===== config.mk =====
export PLATFORM = sky130hd
export DESIGN_NAME = pipe_tree_mux
export DESIGN_NICKNAME = d
export VERILOG_FILES = /design/src/rtl/pipe_tree_mux_pkg.sv /design/src/rtl/mux_tree_stage.sv /design/src/rtl/pipe_tree_mux.sv
export SDC_FILE = /design/constraint.sdc
export NUM_CORES = 1
export LEC_CHECK = 0
export ABC_CLOCK_PERIOD_IN_PS = 1650
export BUFFER_PORTS_ARGS = -buffer_cell sky130_fd_sc_hd__buf_2
export CELL_PAD_IN_SITES_DETAIL_PLACEMENT = 2
export CELL_PAD_IN_SITES_GLOBAL_PLACEMENT = 2
export CORE_UTILIZATION = 30
export DETAILED_ROUTE_END_ITERATION = 12
export PLACE_DENSITY_LB_ADDON = 0.1
export SYNTH_ARGS = -nofsm -noshare
export SYNTH_HDL_FRONTEND = slang
export SYNTH_SLANG_ARGS = --single-unit

===== constraint.sdc =====
create_clock -name clk -period 1.65 [get_ports clk]
set_clock_uncertainty 0.15 [all_clocks]
set_input_delay 0.33 -clock clk [delete_from_list [all_inputs] [get_ports clk]]
set_output_delay 0.33 -clock clk [all_outputs]
set_load 0.1 [all_outputs]

===== src/rtl/pipe_tree_mux_pkg.sv =====
// Shared constants and configuration checks for the pipelined tree multiplexers.
package pipe_tree_mux_pkg;

  localparam int MIN_LEVEL = 2;

  // Number of leaf inputs for a tree of the given depth.
  function automatic int tree_inputs(input int level);
    return 1 << (level - 1);
  endfunction

  // Select bits still pending at the input of a stage. The last stage
  // forwards a single dummy bit so that no vector collapses to zero width.
  function automatic int stage_sel_w(input int level, input int stage);
    int w;
    w = level - 1 - stage;
    return (w < 1) ? 1 : w;
  endfunction

  // The binary select must hold exactly one bit per tree stage.
  function automatic bit sel_width_ok(input int level, input int sel_sz);
    return (level >= MIN_LEVEL) && (sel_sz == level - 1);
  endfunction

endpackage


===== src/rtl/mux_tree_stage.sv =====
// One tree layer: halves the candidate slots using the lowest pending select
// bit, then registers data, remaining select bits, tag and valid. The whole
// slice freezes while the downstream consumer is stalling.
module mux_tree_stage
  import pipe_tree_mux_pkg::*;
#(
  parameter int LEVEL   = 4,
  parameter int STAGE   = 0,
  parameter int DATA_SZ = 4,
  parameter int TAG_SZ  = 2,
  localparam int CI     = tree_inputs(LEVEL) >> STAGE,
  localparam int CO     = CI / 2,
  localparam int SI     = stage_sel_w(LEVEL, STAGE),
  localparam int SO     = stage_sel_w(LEVEL, STAGE + 1)
) (
  input  logic                  clk_i,
  input  logic                  rst_i,
  input  logic                  stall_i,
  input  logic                  valid_i,
  input  logic [CI*DATA_SZ-1:0] data_i,
  input  logic [SI-1:0]         sel_i,
  input  logic [TAG_SZ-1:0]     tag_i,
  output logic                  valid_o,
  output logic [CO*DATA_SZ-1:0] data_o,
  output logic [SO-1:0]         sel_o,
  output logic [TAG_SZ-1:0]     tag_o
);

  logic [CO*DATA_SZ-1:0] data_d;
  logic [SO-1:0]         sel_d;
  logic                  valid_q;
  logic [CO*DATA_SZ-1:0] data_q;
  logic [SO-1:0]         sel_q;
  logic [TAG_SZ-1:0]     tag_q;

  // Pair 2j/2j+1 collapses to output slot j; bit 0 of the select picks odd.
  genvar gi;
  for (gi = 0; gi < CO; gi++) begin : g_pair
    assign data_d[gi*DATA_SZ +: DATA_SZ] = sel_i[0] ? data_i[(2*gi+1)*DATA_SZ +: DATA_SZ]
                                                    : data_i[(2*gi)*DATA_SZ +: DATA_SZ];
  end

  // The consumed bit drops off; later stages see only what is left.
  assign sel_d = SO'(sel_i >> 1);

  // Register slice: advance in lock-step with the tree, hold on stall.
  always_ff @(posedge clk_i or posedge rst_i) begin
    if (rst_i) begin
      valid_q <= 1'b0;
      data_q  <= '0;
      sel_q   <= '0;
      tag_q   <= '0;
    end else if (!stall_i) begin
      valid_q <= valid_i;
      data_q  <= data_d;
      sel_q   <= sel_d;
      tag_q   <= tag_i;
    end
  end

  assign valid_o = valid_q;
  assign data_o  = data_q;
  assign sel_o   = sel_q;
  assign tag_o   = tag_q;

endmodule


===== src/rtl/pipe_tree_mux.sv =====
// Pipelined N:1 multiplexer built as a registered binary reduction tree with
// valid/ready flow control. One request per cycle, LEVEL-1 cycles latency.
module pipe_tree_mux
  import pipe_tree_mux_pkg::*;
#(
  parameter int LEVEL   = 4,
  parameter int DATA_SZ = 4,
  parameter int SEL_SZ  = LEVEL - 1,
  parameter int TAG_SZ  = 2,
  localparam int N      = tree_inputs(LEVEL)
) (
  input  logic                 clk,
  input  logic                 rst,
  input  logic                 in_valid,
  output logic                 in_ready,
  input  logic [N*DATA_SZ-1:0] raw,
  input  logic [SEL_SZ-1:0]    sel,
  input  logic [TAG_SZ-1:0]    in_tag,
  output logic                 out_valid,
  input  logic                 out_ready,
  output logic [DATA_SZ-1:0]   result,
  output logic [TAG_SZ-1:0]    out_tag
);

  localparam int STAGES = LEVEL - 1;

  if (!sel_width_ok(LEVEL, SEL_SZ)) begin : g_bad_cfg
    $error("pipe_tree_mux: SEL_SZ must equal LEVEL-1 and LEVEL must be >= 2");
  end

  // A held output beat freezes the whole tree and blocks new requests.
  logic stall;
  assign stall    = out_valid & ~out_ready;
  assign in_ready = ~stall;

  genvar gi;
  for (gi = 0; gi < STAGES; gi++) begin : g_st
    localparam int CI = N >> gi;
    localparam int CO = CI / 2;
    localparam int SI = stage_sel_w(LEVEL, gi);
    localparam int SO = stage_sel_w(LEVEL, gi + 1);

    logic                  v_in;
    logic [CI*DATA_SZ-1:0] d_in;
    logic [SI-1:0]         s_in;
    logic [TAG_SZ-1:0]     t_in;
    logic                  v_out;
    logic [CO*DATA_SZ-1:0] d_out;
    logic [SO-1:0]         s_out;
    logic [TAG_SZ-1:0]     t_out;

    if (gi == 0) begin : g_head
      assign v_in = in_valid;
      assign d_in = raw;
      assign s_in = sel;
      assign t_in = in_tag;
    end else begin : g_link
      assign v_in = g_st[gi-1].v_out;
      assign d_in = g_st[gi-1].d_out;
      assign s_in = g_st[gi-1].s_out;
      assign t_in = g_st[gi-1].t_out;
    end

    mux_tree_stage #(
      .LEVEL   (LEVEL),
      .STAGE   (gi),
      .DATA_SZ (DATA_SZ),
      .TAG_SZ  (TAG_SZ)
    ) u_stage (
      .clk_i   (clk),
      .rst_i   (rst),
      .stall_i (stall),
      .valid_i (v_in),
      .data_i  (d_in),
      .sel_i   (s_in),
      .tag_i   (t_in),
      .valid_o (v_out),
      .data_o  (d_out),
      .sel_o   (s_out),
      .tag_o   (t_out)
    );
  end

  assign out_valid = g_st[STAGES-1].v_out;
  assign result    = g_st[STAGES-1].d_out;
  assign out_tag   = g_st[STAGES-1].t_out;

  // The final stage's leftover select bit carries no information.
  logic unused_sel;
  assign unused_sel = ^g_st[STAGES-1].s_out;

endmodule

==> results.ini <==
[run_status]
status=finished clean

[floorplanning]
die_x_um=81.81
dieArea_sq_mm=0.006692
io_pins=49
initial_core_util_pct=31.71
coreArea_sq_mm=0.006026
fp-row-count=28
dieHeight_um=81.81

[drt]
vias=1114
drtAntennaViolNets=0
viasPerCell=4.528
drt_iter0_drc=26
remaining_drc_errors=0
route.detailed.wl_per_inst_um=15.98
wl_um=3931
drt_first_pass_iters=4

[logic_synthesis]
synth_warnings=0
synth_area_sq_mm=0.001911
synth.top_cells.by_count=mux2_2, dfrtp_1, mux2_4, buf_2
post-synth-top-count-cell=mux2_2
synth_nets=159
synth_top_area_share_pct=52.39
yosysSeqAreaShare_pct=52.39
synthDistinctLibCells=10
synth_flop_cell=dfrtp_1
synth_edf_count=0
synth_largest_area_cell=dfrtp_1
ys_ff_latch=40
postSynth.asyncResetShare_pct=100.0
synth_area_leaders=dfrtp_1, mux2_2, mux2_4
syn_inst=118
syn_area_per_cell_sq_um=16.19

[pwr]
power.density_mw_per_mm2=1583
p_leak_uw=0.001128
total_power_uw=3811
vdd_drop_max_v=0.0007397

[sta]
worst_pin_slew_ps=500.7
rsz0062_at_grt=no
layout_setup_ws_ps=57.24
finalSetupViolations=0
timing.final.crit_share_pct=96.53
finalHoldViolCount=0
slew_violations=0
period_minus_slack_ps=1593
fmax_mhz=627.8
setup-tns-final_ps=0
relSlewSlack_pct=66.85

[critical_path]
cp-start-kind=register
r2r-start=g_st[0].u_stage.sel_o[0]
setup.worst_path.class=reg -> out
r2r_cells=2
crit_path_max_incr_delay_ps=490
arrival_ps=1110
critPathSlowestCell=dfrtp_4
crit_path_end_kind=output port
crit_path_cell_trace=nand2b_4, buf_12
reg2reg_to=g_st[1].u_stage.data_o[0]
worstPathRequired_ps=1170
r2r_slack_ps=120
cp_max_fo=4

[global_routing]
overflow=0
antenna_found_initial=0
track_usage_pct=13.33
grtUsageMet1_pct=15.24
grt_pass1_vias=1256
grt_pass1_wl_um=6375
grt_util_met2_pct=22.81
use_met3_pct=4.111
grt_max_degree=41
grt_busiest_layer=met2

[placed_design]
gp_congestion=0.6488
post-place-cells=237
dp_hpwl_um=2809
preCtsSetupSlack_ps=99.18
port_buffers=48

[clock_tree]
numCtsBuffers=5
cts_tree=built
post_cts_buffers=0
cts_sinks=40
ctsLongestPathBuffers=2
clk_latency_ps=290
clkTransAtPathRegs_ps=80
ctsRootBufferMaster=clkbuf_8
cts_htree_levels=2

[finish]
seqCellArea_sq_mm=0.001005
fin_util_pct=39.95
multi_input_area_sq_um=849.6
nFillCells=612
layoutNonFillerInstCount=246
final_layout_size_suffix_gt1_share_pct=73.68
fin_nets=211
syn2layout_area_growth_pct=26.00
diodes=0

[worst_hold_path]
hold_start=sel[2]
holdPathEnd=g_st[0].u_stage.sel_o[1]
whs_path_depth=2
hp-class=in -> reg

[flow_run]
maxCapViolCount=0

[what timing repair did]
action / in CTS / in global routing
endpoints found under the setup margin: 1 / 0
hold endpoints to repair: 40 / 0
hold buffers: 1 / 0
gates resized for setup: 2 / 0
[how the worst max path moves through the flow]
stage	end	cells after the start	slack, ps	from
after floorplan	g_st[2].u_stage.data_o[0]	4	-7	g_st[2].u_stage.valid_o
after global placement	g_st[1].u_stage.data_o[3]	2	130	g_st[0].u_stage.sel_o[0]
after detailed placement	g_st[0].u_stage.data_o[6]	4	100	sel[0]
after CTS	in_ready	2	30	g_st[2].u_stage.valid_o
after global routing	in_ready	2	20	g_st[2].u_stage.valid_o
final	in_ready	2	60	g_st[2].u_stage.valid_o
[cell families (layout without fill, tap and decap cells)]
kind of cell / Yosys count / count (layout) / share of synthesized area [%]
mux: 67 / 67 / 43.42
simple gates: 2 / 2 / 0.6548
flops: 40 / 40 / 52.39
buf+inv: 9 / 62 / 3.536
[per-stage QoR]
stage,hold WS [ps],area (sq um)
2_1_floorplan,280.5,1941
3_3_place_gp,220.9,2282
3_5_place_dp,255.3,2282
4_1_cts,96.49,2407
5_1_grt,110.2,2407
6_report,112.2,2407
[registers in the layout (all words and copies together) (netlist names)]
| signal | cells |
|---|---|
| g_st.u_stage.sel_o | 3 |
| g_st.u_stage.data_o | 28 |
| g_st.u_stage.tag_o | 6 |
| g_st.u_stage.valid_o | 3 |
[cell type report]
type | instances | area share, %
flip-flops and latches | 40 | 41.74
clock buffers | 6 | 3.015
inverters | 1 | 0.1559
repair buffers | 53 | 14.45
multi-input cells | 69 | 35.29
well taps | 75 | 3.898
clock inverters | 2 | 1.455
[power breakdown]
part	internal [uW]	switching, uW
clock	449	347
sequential	1290	186
combinational	612	929
[cells in the final DEF (no fill, tap or decap), drive strengths merged]
| master | synthesis | routed |
|---|---|---|
| bufinv | 0 | 1 |
| clkbuf | 0 | 6 |
| dfrtp | 40 | 40 |
| nand2b | 2 | 2 |
| mux2 | 67 | 67 |
| clkinv | 0 | 2 |
| dlygate4sd3 | 0 | 1 |
| buf | 8 | 52 |
[critical path, delay by kind of cell, from the launching register on]
| family | cells | cell delay (ps) |
|---|---|---|
| buffers and inverters | 1 | 190 |
| and+or+nand+nor | 1 | 140 |
| DFF | 1 | 490 |
[layer usage]
layer  part of all wire [%]  up-vias  wire (um)
li1                       -      520          -
met1                     41      565       1596
met2                     53       24       2068
met3                    5.1        5        201
met4                    1.7        0         65
met5                      0        -          0
No activity file was read; power rests on OpenSTA's default activity.
